## config.mk

```make
export PLATFORM = sky130hd
export DESIGN_NAME = stream_rr_arbiter
export DESIGN_NICKNAME = d
export VERILOG_FILES = /design/src/rtl/stream_rr_arbiter.sv
export SDC_FILE = /design/constraint.sdc
export NUM_CORES = 1
export LEC_CHECK = 0
export CAP_MARGIN = 25
export CORE_MARGIN = 2
export CORE_UTILIZATION = 46
export DETAILED_ROUTE_END_ITERATION = 12
export PLACE_DENSITY = 0.86
export SLEW_MARGIN = 0
export SYNTH_ARGS = -nofsm -noshare
export SYNTH_HDL_FRONTEND = slang
export SYNTH_SLANG_ARGS = --single-unit
export TNS_END_PERCENT = 5
```

## constraint.sdc

```tcl
create_clock -name clk -period 4.6 [get_ports clk]
set_input_delay 0.92 -clock clk [delete_from_list [all_inputs] [get_ports clk]]
set_output_delay 0.92 -clock clk [all_outputs]
set_load 0.1 [all_outputs]
```

## src/rtl/stream_rr_arbiter.sv

```systemverilog
// Merges NumInputs valid/ready streams onto one registered output stream with
// packet-aware round-robin arbitration: a granted input keeps the output until its last beat.
module stream_rr_arbiter #(
    parameter int NumInputs = 4,
    parameter int DataBits  = 8,
    localparam int SrcBits  = (NumInputs > 2) ? $clog2(NumInputs) : 1
) (
    input  logic                          clk,
    input  logic                          rst,
    input  logic [NumInputs-1:0]          din_valid,
    output logic [NumInputs-1:0]          din_ready,
    input  logic [NumInputs*DataBits-1:0] din_data,
    input  logic [NumInputs-1:0]          din_last,
    output logic                          dout_valid,
    input  logic                          dout_ready,
    output logic [DataBits-1:0]           dout_data,
    output logic                          dout_last,
    output logic [SrcBits-1:0]            dout_src
);
    localparam int IdxBits = SrcBits + 1;
    localparam logic [IdxBits-1:0] NumIdx  = IdxBits'(NumInputs);
    localparam logic [SrcBits-1:0] LastIdx = SrcBits'(NumInputs - 1);

    localparam logic [0:0] ST_UNLOCKED = 1'b0;
    localparam logic [0:0] ST_LOCKED   = 1'b1;

    logic [0:0]          state_reg;
    logic [SrcBits-1:0]  grant_reg;
    logic [SrcBits-1:0]  rr_ptr_reg;
    logic                dout_valid_reg;
    logic [DataBits-1:0] dout_data_reg;
    logic                dout_last_reg;
    logic [SrcBits-1:0]  dout_src_reg;

    logic                locked;
    logic [IdxBits-1:0]  cand;
    logic [SrcBits-1:0]  search_sel;
    logic                search_hit;
    logic [SrcBits-1:0]  sel;
    logic                sel_ok;
    logic                load_ok;
    logic                acc;
    logic                sel_last;
    logic [DataBits-1:0] din_slice [NumInputs];

    function automatic logic [SrcBits-1:0] wrap_inc(input logic [SrcBits-1:0] idx);
        return (idx == LastIdx) ? '0 : idx + 1'b1;
    endfunction

    assign locked = (state_reg == ST_LOCKED);

    // Rotating-priority search starting at rr_ptr; the wrap is an explicit
    // compare so non-power-of-two input counts work.
    always_comb begin
        cand       = '0;
        search_sel = '0;
        search_hit = 1'b0;
        for (int k = 0; k < NumInputs; k++) begin
            cand = {1'b0, rr_ptr_reg} + IdxBits'(k);
            if (cand >= NumIdx) begin
                cand = cand - NumIdx;
            end
            if (!search_hit && din_valid[cand[SrcBits-1:0]]) begin
                search_hit = 1'b1;
                search_sel = cand[SrcBits-1:0];
            end
        end
    end

    assign sel      = locked ? grant_reg : search_sel;
    assign sel_ok   = locked | search_hit;
    assign load_ok  = !dout_valid_reg | dout_ready;
    assign acc      = |(din_valid & din_ready);
    assign sel_last = din_last[sel];

    generate
        for (genvar gi = 0; gi < NumInputs; gi++) begin : g_in
            assign din_slice[gi] = din_data[gi*DataBits +: DataBits];
            // Gated by rst so valid inputs are ignored while reset is held.
            assign din_ready[gi] = rst & sel_ok & load_ok & (sel == SrcBits'(gi));
        end
    endgenerate

    always_ff @(posedge clk or negedge rst) begin
        if (!rst) begin
            state_reg      <= ST_UNLOCKED;
            grant_reg      <= '0;
            rr_ptr_reg     <= '0;
            dout_valid_reg <= 1'b0;
            dout_data_reg  <= '0;
            dout_last_reg  <= 1'b0;
            dout_src_reg   <= '0;
        end else begin
            if (acc) begin
                dout_valid_reg <= 1'b1;
                dout_data_reg  <= din_slice[sel];
                dout_last_reg  <= sel_last;
                dout_src_reg   <= sel;
            end else if (dout_ready) begin
                dout_valid_reg <= 1'b0;
            end

            if (acc) begin
                case (state_reg)
                    ST_UNLOCKED: begin
                        if (!sel_last) begin
                            state_reg <= ST_LOCKED;
                            grant_reg <= sel;
                        end else begin
                            rr_ptr_reg <= wrap_inc(sel);
                        end
                    end
                    default: begin
                        if (sel_last) begin
                            state_reg  <= ST_UNLOCKED;
                            rr_ptr_reg <= wrap_inc(grant_reg);
                        end
                    end
                endcase
            end
        end
    end

    assign dout_valid = dout_valid_reg;
    assign dout_data  = dout_data_reg;
    assign dout_last  = dout_last_reg;
    assign dout_src   = dout_src_reg;

endmodule

```

-- Yosys cells after proc, flatten, opt, wreduce, memory -nomap -nowiden
Index checks and enable logic that the tools add are counted.
- bits in registers: 17
- $lt $le $gt $ge: 10
- bitwise gates (word level): 12
- eq/ne operators: 4
- reduce and logical (&&, ||, !) cells: 12
- $add $sub $neg: 9
- muxes and demuxes: 34
- operators by type and width (cell ; number):
    $mux W2 ; 14
    $bmux W8 S2 ; 1
    $mux W8 ; 2
    $lt A2 B3 Y1 const B ; 5
    $ge A3 B3 Y1 const B ; 4
    $mux W1 ; 12
    $bmux W1 S2 ; 5
    $sub A2 B1 Y2 const B ; 4
    $add A2 B2 Y3 const B ; 2
    $and A1 B1 Y1 ; 6
    $eq A2 B2 Y1 const B ; 3
    $add A2 B1 Y2 const B ; 2
    $and A4 B4 Y4 ; 1
    $logic_not A1 Y1 ; 4
    $reduce_or A4 Y1 ; 1
    $add A2 B1 Y3 const B ; 1
    $ge A2 B3 Y1 const B ; 1
    $logic_and A1 B1 Y1 ; 3
    $not A2 Y3 ; 1
    $reduce_and A3 Y1 ; 1
    $eq A2 B1 Y1 const B ; 1
    $logic_not A2 Y1 ; 1
    $not A1 Y1 ; 2
    $or A1 B1 Y1 ; 2
    other kinds (2) ; 2

-- Logic depth before layout (Yosys ltp)
Gate-level depths: netlist of run 1.
- depth after elaboration: 21
- gate-level depth with buffers: 13
- depth with buffers taken out: 10

-- Worst setup path after synthesis of run 1
OpenSTA, ideal clock, no wires.
- path type: input to output
- start point: input din_valid[3]
- end point: output din_ready[2]
- arrival time: 4.723 ns
- buffers on the path: 1
- slack: -1.043 ns
- stages on the path: 5
- cells stage by stage: or2_2 -> nand4b_1 -> nand3_1 -> clkbuf_1 -> nor4_1
- word-level cells in the longest chain between the ends: 16
- RTL lines (what ; RTL line ; source):
    from (decl) ; 10 ; input logic [NumInputs-1:0] din_valid,
    $bmux W1 S2 ; 63 ; if (!search_hit && din_valid[cand[SrcBits-1:0]]) begin
    $mux W1 (implied by the code) ; 63 ;
    $mux W1 ; 63 ;
    $logic_not A1 Y1 ; 63 ;
    $logic_and A1 B1 Y1 ; 63 ;
    $mux W1 ; 63 ;
    $logic_not A1 Y1 ; 63 ;
    $logic_and A1 B1 Y1 ; 63 ;
    $mux W1 ; 63 ;
    $logic_not A1 Y1 ; 63 ;
    $logic_and A1 B1 Y1 ; 63 ;
    $mux W1 ; 63 ;
    $or A1 B1 Y1 ; 71 ; assign sel_ok = locked | search_hit;
    $and A1 B1 Y1 (2 in a row) ; 80 ; assign din_ready[gi] = rst & sel_ok & load_ok & (sel == SrcBits'(gi));
    $and A1 B1 Y1 (*) ; 80 ;
    to (decl) ; 11 ; output logic [NumInputs-1:0] din_ready,
Every way passes the cells marked *; elsewhere a longest branch is shown, timed or not. The select of a mux whose other input is x is not followed.

-- Worst setup path in the final report of run 1
- start point: input din_valid[1]
- end point: output din_ready[3]
The elaborated chain is that of the path after synthesis.

==> impl_metrics.ini, run 1 <==
[logic_synthesis]
seq_area_frac_synth = 0.309
syn_nets = 187
ys_ff_latch = 17
yosysWarningCount = 0
synth.avg_cell_area_um2 = 9.70
syn_area_um2 = 1380
synth_top_area_cell = dfrtp_1
ys_types = 44
netlist_top_cells_area = dfrtp_1 (31%), mux2_2 (7.4%), mux2i_1 (7.3%)
netlist_instances = 142
yosysTopAreaCellShare = 0.309

[setup_path]
critPathCaptureType = output port
crit_type = in2out
crit_path_max_fanout = 22
cp.required_ns = 3.68
arrival_ns = 3.43
crit_path_start_kind = input port

[global_route]
grt_max_degree = 23
track_usage = 0.239
grt_overflow = 0
antenna_found_initial = 0
grt_pass1_wl_um = 6240
first_global_vias = 1355

[clock_tree]
cts_buffer_depth = 2
cts_hold_buf = 0
cts_tree = yes
numCtsBuffers = 3
clock_latency_ns = 0.30
cts.sinks = 17
clock-root-buffer = clkbuf_4
path_clk_slew_ns = 0.09
htreeDepth = 1
cts_resized = 0
post_cts_buffers = 0

[layout]
area_growth_syn_to_layout_pct = 49.8
layout-drive-gt1-share = 0.199
finish.net_count = 247
antenna_cells = 0
final_util = 0.736
largest_reg_flops = 8

[hold_path]
hp-class = reg2reg

[timing]
finClkSkew_ns = 0.00656
timing.final.ws_setup_ns = 0.249
slew_headroom = 0.337
setup_violations = 0
rsz0062_at_grt = false
period_share = 0.946
hold_viol = 0
tightest_slew_ns = 0.991
max_freq_ghz = 0.230
maxSlewViolCount = 0
period_needed_ns = 4.35

[power_and_ir_drop]
powerDensity_nw_per_um2 = 804
ir_drop_mv = 1.02
p_leak_nw = 0.856

[die]
start_util = 0.491
num_io_pins = 59
die_h_um = 58.7
core-area_um2 = 2810
std_cell_rows = 19
dieArea_um2 = 3450
die_w_um = 58.7

[placed_design]
gp_congestion = 0.939
pre_cts_slack_ns = 0.272
dp_hpwl_um = 3010
placement.io_buffers = 58

[route]
vias_per_cell = 5.75
drt-initial-drc-count = 67
ant_nets = 0
dr.pass1.iters = 9
vias = 1333
wire_per_inst_um = 16.3
wl_um = 3790
drc_errors = 2

[run]
drv_cap = 0

[status]
outcome = finished with violations
violations = design-rule violations
synth_stat cells, drive strengths merged:
cell	instances
a2111oi	1
a21boi	1
a21o	1
a21oi	5
a2bb2oi	1
a31o	1
buf	5
clkbuf	3
clkinv	1
dfrtp	17
ha	2
inv	4
mux2	17
mux2i	10
mux4	1
nand2	20
nand2b	9
nand3	1
nand3b	3
nand4	3
nand4b	1
nor2	5
nor3	2
nor3b	1
nor4	1
o21a	1
o21ai	16
o21bai	2
o221ai	1
o311ai	1
o31ai	1
o41ai	1
or2	1
or4	1
or4b	1
worst paths after layout:
check / start / slack, ns / endpoint / cells past startpoint
setup / recovery: din_valid[1] / 0.25 / din_ready[3] / 9
hold / removal: dout_data[4]$_DFFE_PN0P_ / 0.50 / dout_data[4]$_DFFE_PN0P_ / 2
setup reg to reg: rr_ptr_reg[0]$_DFFE_PN0P_ / 1.38 / dout_src[0]$_DFFE_PN0P_ / 10
hold reg to reg: dout_data[4]$_DFFE_PN0P_ / 0.50 / dout_data[4]$_DFFE_PN0P_ / 2
max in group asynchronous: rst / 3.46 / dout_data[4]$_DFFE_PN0P_ / 2
min in group asynchronous: rst / 0.94 / locked$_DFFE_PN0P_ / 2
cells in the final DEF (no fill, tap or decap), types with 2 or more instances in the layout:
master           instances
nand2_1                 20
buf_4                    5
o21ai_0                  8
ha_1                     2
mux2_2                   9
nor3_1                   2
o21ai_1                  8
nand4_1                  3
nor2_1                   3
clkbuf_4                 3
mux2i_1                 10
mux2_1                   3
inv_1                    4
nand2b_1                 9
a21oi_1                  5
mux2_4                   5
buf_12                   4
dfrtp_1                 17
clkdlybuf4s50_1         54
nand3b_1                 2
layout make-up:
type	instances	area [µm²]
fillers	202	742
clock inverters	1	5.00
multi-input cells	112	895
inverters	5	18.8
well taps	31	38.8
flip-flops and latches	17	425
clock buffers	3	22.5
repair buffers	63	658
cell families after synthesis:
group / synth area share
AO/OA/AOI/OAI: 0.183
adder cells (fa/ha/maj): 0.0182
buffers and inverters: 0.0463
flip-flops: 0.309
multiplexers: 0.242
AND/OR/NAND/NOR: 0.203
power breakdown:
group,switching [mW],internal (mW)
Sequential,0.0769,0.223
Clock,0.0481,0.0324
Combinational,0.828,0.452
Total,0.953,0.707
metrics by stage:
step           TNS, ns  power (mW)  instance area, µm²  hold WS (ns)  instances
6_report             0        1.66                2060         0.500        232
4_1_cts              0        1.67                2060         0.508        232
2_1_floorplan    -1.27        1.27                1380         0.536        142
3_5_place_dp         0        1.58                2040         0.484        228
5_1_grt              0        1.75                2060         0.541        232
3_3_place_gp         0        1.55                2040         0.463        228
worst max-delay path: stages:
cell,delay (ns)
clkdlybuf4s50_1,0.66
or2_2,0.20
or4b_1,0.16
o221ai_4,0.14
nor2_2,0.61
ha_1,0.28
inv_1,0.06
nor2_1,0.19
buf_12,0.21
metal layers:
metal | routed length [µm] | global-route usage | share of wire | vias up
li1 | - | - | - | 636
met1 | 1500 | 0.279 | 0.39 | 622
met2 | 1960 | 0.438 | 0.52 | 65
met3 | 268 | 0.0462 | 0.071 | 10
met4 | 63 | 0.0714 | 0.017 | 0
met5 | 0 | 0 | 0 | -
(Power assumes the default switching activity.)
==> inputs of run 2 (changes only) <==
- REMOVE_ABC_BUFFERS: not set -> 1
==> impl_metrics.ini, run 2 (synthesis gave the netlist of run 1 again) <==
[setup_path]
arrival_ns = 3.41
critPathCaptureType = output port
cp_slowest_cell = nor2_2
worstReg2RegStart = rr_ptr_reg[1]$_DFFE_PN0P_
crit_path_max_fanout = 22
crit_type = in2out
path_delay_family = simple AND/OR/NAND/NOR gates
cpPeakStageDelay_ns = 0.64
cp.required_ns = 3.68
critical_path_buf_inv_count = 3
r2r_end = grant_reg[0]$_DFFE_PN0P_
r2r_slack_ns = 1.42
crit_path_start_kind = input port
worstPathCellList = clkdlybuf4s50_1 > nand3b_1 > a21oi_1 > a2111oi_2 > nor2_2 > ha_1 > inv_1 > nor2_1 > buf_12
worstRegToRegCells = 10

[clock_tree]
numCtsBuffers = 3
cts.sinks = 17
cts_hold_buf = 0
clock_latency_ns = 0.28
path_clk_slew_ns = 0.09
post_cts_buffers = 0
clock-root-buffer = clkbuf_4
cts_buffer_depth = 2
cts_resized = 0
cts_tree = yes
htreeDepth = 1

[power_and_ir_drop]
combPwrFrac = 0.774
powerDensity_nw_per_um2 = 796
p_clk_frac = 0.046
ir_drop_mv = 0.476
p_sw_mw = 0.922
p_int_mw = 0.709
p_leak_nw = 0.848
power_mw = 1.63
p_seq_frac = 0.180
p_sw_frac = 0.565

[route]
vias_per_cell = 5.48
wl_um = 3300
wire_per_inst_um = 14.3
vias = 1267
drt-initial-drc-count = 62
dr.pass1.iters = 8
ant_nets = 0
drc_errors = 2

[global_route]
grt_pass1_wl_um = 5380
grt-busiest-layer = met2
grt_overflow = 0
grt_max_degree = 23
grt.met2_usage = 0.365
antenna_found_initial = 0
gr-usage-met1 = 0.244
grtUsageMet3 = 0.0462
track_usage = 0.203
first_global_vias = 1269

[placed_design]
dp_hpwl_um = 2730
dpl_cell_area_um2 = 2020
pre_cts_slack_ns = 0.276
placement.io_buffers = 58
gp_congestion = 0.878

[hold_path]
whs_endpoint = dout_last$_DFFE_PN0P_
hp-class = reg2reg
hp-start = dout_last$_DFFE_PN0P_
holdPathStages = 1

[die]
std_cell_rows = 19
die_w_um = 58.7
start_util = 0.491
core-area_um2 = 2810
dieArea_um2 = 3450
num_io_pins = 59
die_h_um = 58.7

[timing]
period_needed_ns = 4.33
slew_headroom = 0.341
setup_violations = 0
finClkSkew_ns = 0.00166
maxSlewViolCount = 0
max_freq_ghz = 0.231
hold_viol = 0
rsz0062_at_grt = false
tightest_slew_ns = 0.985
timing.final.ws_setup_ns = 0.272
setup_tns_ns = 0
period_share = 0.941

[status]
violations = design-rule violations
outcome = finished with violations

[layout]
design_area_um2 = 2050
antenna_cells = 0
largest_reg_flops = 8
mostFrequentLayoutCell = clkdlybuf4s50_1
final_util = 0.730
area_growth_syn_to_layout_pct = 48.7
final_cell_mix = clkdlybuf4s50_1 (54), nand2_1 (20), dfrtp_1 (17)
layout-drive-gt1-share = 0.185
finish.net_count = 246

[run]
drv_cap = 0
==> run 2: routing by layer <==
layer,up-vias,share of wire
met4,0,0.0085
met3,4,0.066
met5,-,0
li1,634,-
met2,46,0.52
met1,583,0.40
==> run 2: stage by stage <==
stage,hold WS [ns],std cells
floorplan,0.536,134
global placement,0.461,227
detailed placement,0.469,227
CTS,0.491,231
global route,0.518,231
finish,0.487,231
==> run 2: worst max path at each step <==
stage	slack (ns)	end	cells past startpoint	from
2_1_floorplan	-1.40	din_ready[2]	4	din_valid[3]
3_3_place_gp	0.35	din_ready[3]	9	din_valid[3]
3_5_place_dp	0.28	din_ready[3]	9	din_valid[0]
4_1_cts	0.28	din_ready[3]	9	din_valid[0]
5_1_grt	0.04	din_ready[3]	9	din_valid[0]
6_report	0.27	din_ready[3]	9	din_valid[0]
==> run 2: power groups by stage <==
stage | combinational, mW | sequential, mW | clock [mW]
2_1_floorplan | 0.599 | 0.638 | 0
3_3_place_gp | 1.24 | 0.291 | 0
3_5_place_dp | 1.27 | 0.295 | 0
4_1_cts | 1.27 | 0.293 | 0.0785
5_1_grt | 1.34 | 0.304 | 0.0856
6_report | 1.26 | 0.293 | 0.0756
==> run 2: cell type report <==
| type | instances | area (µm²) |
|---|---|---|
| multi-input combinational | 112 | 888 |
| fill | 217 | 757 |
| timing repair buffer | 62 | 651 |
| sequential | 17 | 425 |
| tap | 31 | 38.8 |
| clock buffer | 4 | 26.3 |
| inverter | 5 | 18.8 |
==> patch: new RTL, config.mk and constraints of run 2 <==
The parameter `DataBits` goes from 8 to 10.
--- a/src/rtl/stream_rr_arbiter.sv
+++ b/src/rtl/stream_rr_arbiter.sv
@@ -4,3 +4,3 @@
     parameter int NumInputs = 4,
-    parameter int DataBits  = 8,
+    parameter int DataBits  = 10,
     localparam int SrcBits  = (NumInputs > 2) ? $clog2(NumInputs) : 1
Interface: changed (resized din_data and dout_data); port bits go from 59 to 69. No check against the original RTL was run, so the function may have changed too.
==> patch against run 2 <==
- first-iteration DRC count rose by 56%
- sequential cell count is 2 higher
- total power is 8.0% higher
- setup slack improved by 0.31 ns
- clock power increased by 13%
- via count rose by 11%
- synthesized area grew 6.4%
- wire length rose by 20%
- maximum frequency grew 7.7%
- final area up 10%
- largest power group unchanged
==> patch: results (changes against run 2) <==
Synthesis
  – Largest cells by area after synthesis: dfrtp_1, mux2i_1, mux2_4
  – Post-Synth XOR/XNOR Area: 0.00597 (+0.00597)
  – Top post-synthesis cells by count: mux2i_1, dfrtp_1, nand2_1, mux2_4
  – Adder-cell share of the synthesized area: 0.00853 (-0.00963)
  – Yosys cell types: 41 (-6.8%)
  – Syn_area_per_cell: 10.7 µm² (+10%)
  – Synth Area in Compound Gates: 0.106 (-0.0768)
  – Post-synth ARST share: 1.00 (unchanged)
  – Seq/Total Area, Yosys: 0.324 (+0.0154)
  – Mux share of post-synthesis cell area: 0.354 (+0.112)

Critical path
  – Worst-path fanout max: 9 (-59%)
  – R2R Setup Slk: 1.83 ns (+0.41 ns)
  – FF-to-FF path depth: 10 (unchanged)
  – Slowest cell on the critical path: clkdlybuf4s50_1
  – Worst setup path startpoint: din_valid[3]
  – FF-to-FF Start: rr_ptr_reg[1]
  – R2r endpoint: dout_src[0]
  – Top delay family on crit path: buffers and inverters
  – Crit path to: din_ready[3]
  – Arrival time worst endpoint: 3.10 ns (-0.31 ns)

Routing
  – Detailed Route Iter0 Violations: 97 (+56%)
  – M1 WL: 1.67 mm (+25%)
  – Drt via density: 5.64 (+2.8%)
  – Pre-Repair DR Iteration Count: 4 (-4)
  – Met3 wire len: 364 µm (+68%)
  – Met2 wire len: 1.82 mm (+5.9%)
  – Routed len/inst: 15.9 µm (+11%)

Global route
  – GR Util met2: 0.385 (+0.0200)
  – Initial antenna violation count: 0 (unchanged)
  – First-pass GRT wire length: 6.53 mm (+21%)
  – Global-route met3 utilization: 0.0640 (+0.0178)
  – M1 GR Usage: 0.310 (+0.0661)
  – Total Routing Usage GR: 0.243 (+0.0403)
  – Largest net degree at the start of global routing: 21 (-8.7%)
  – Vias in the first global route: 1,441 (+14%)

Timing
  – Worst slew pin tran: 0.984 ns (-0.00142 ns)
  – Setup tns final: 0 ns (unchanged)
  – Layout Skew: 0.00486 ns (+0.00320 ns)
  – Max Slew Vio Count: 0 (unchanged)
  – FMAX: 249 MHz (+7.7%)

Cells and area
  – Layout cells sized above 1: 0.155 (-0.0297)
  – Layout fillers: 231 (+6.5%)
  – Non-Filler Instances: 250 (+8.2%)
  – Max reg flops: 10 (+2)
  – Layout Nets: 259 (+5.3%)

Placed design
  – Setup WS pre-CTS: 0.645 ns (+0.369 ns)
  – IO buf count: 68 (+17%)
  – GP Congestion: 0.851 (-3.1%)
  – HPWL after DPL: 3.17 mm (+16%)

CTS
  – Clock tree buffer depth: 2 (unchanged)
  – Worst skew pair latency: 0.30 ns (+0.02 ns)

Status
  – Status: completed

Pwr
  – Worst vdd ir: 0.527 mV (+11%)
  – Leakage: 1.08 nW (+27%)
patch: cell count changes in the layout (fill, tap and decap cells not counted), moves of 3 or more:
cell             before  now
mux2_4                5    8
mux2_2                9    6
nor2_1                3    7
clkdlybuf4s50_1      54   64
o21ai_1               8    1
nand2b_1              9    3
nand2_1              20    9
nand4_1               3    7
mux2i_1              10   32
o21ai_0               8    1
patch: worst min path at each step:
stage / from / end / slack [ns] / cells after the start
after floorplan: grant_reg[1] / grant_reg[1] / 0.54 / 1
after global placement: dout_data[9] / dout_data[9] / 0.49 / 1
after detailed placement: dout_data[3] / dout_data[3] / 0.50 / 1
after CTS: dout_data[3] / dout_data[3] / 0.53 / 1
after global routing: dout_data[8] / dout_data[8] / 0.54 / 1
final: dout_src[1] / dout_src[1] / 0.53 / 1
patch: cells by family after synthesis:
family                   count (synthesis)
XOR/XNOR                                 1
buffers and inverters                   12
AND/OR/NAND/NOR                         38
multiplexers                            47
flip-flops                              19
adder cells (fa/ha/maj)                  1
AO/OA/AOI/OAI                           19
patch: through the flow:
stage / area, µm² / power, mW
4_1_cts: 2250 / 1.77
3_3_place_gp: 2230 / 1.65
3_5_place_dp: 2230 / 1.68
2_1_floorplan: 1420 / 1.33
5_1_grt: 2250 / 1.84
6_report: 2250 / 1.76
patch: final cells by class:
| class | count | share of cell area |
|---|---|---|
| Tap cell | 44 | 0.0244 |
| Multi-Input combinational cell | 106 | 0.410 |
| Timing Repair Buffer | 72 | 0.333 |
| Sequential cell | 19 | 0.211 |
| Inverter | 5 | 0.00944 |
| Clock buffer | 4 | 0.0117 |
patch: power by group:
group / total (mW) / internal [mW] / switching (mW)
logic: 1.35 / 0.480 / 0.873
clock network: 0.0857 / 0.0339 / 0.0519
registers: 0.322 / 0.249 / 0.0726
total: 1.76 / 0.764 / 0.998
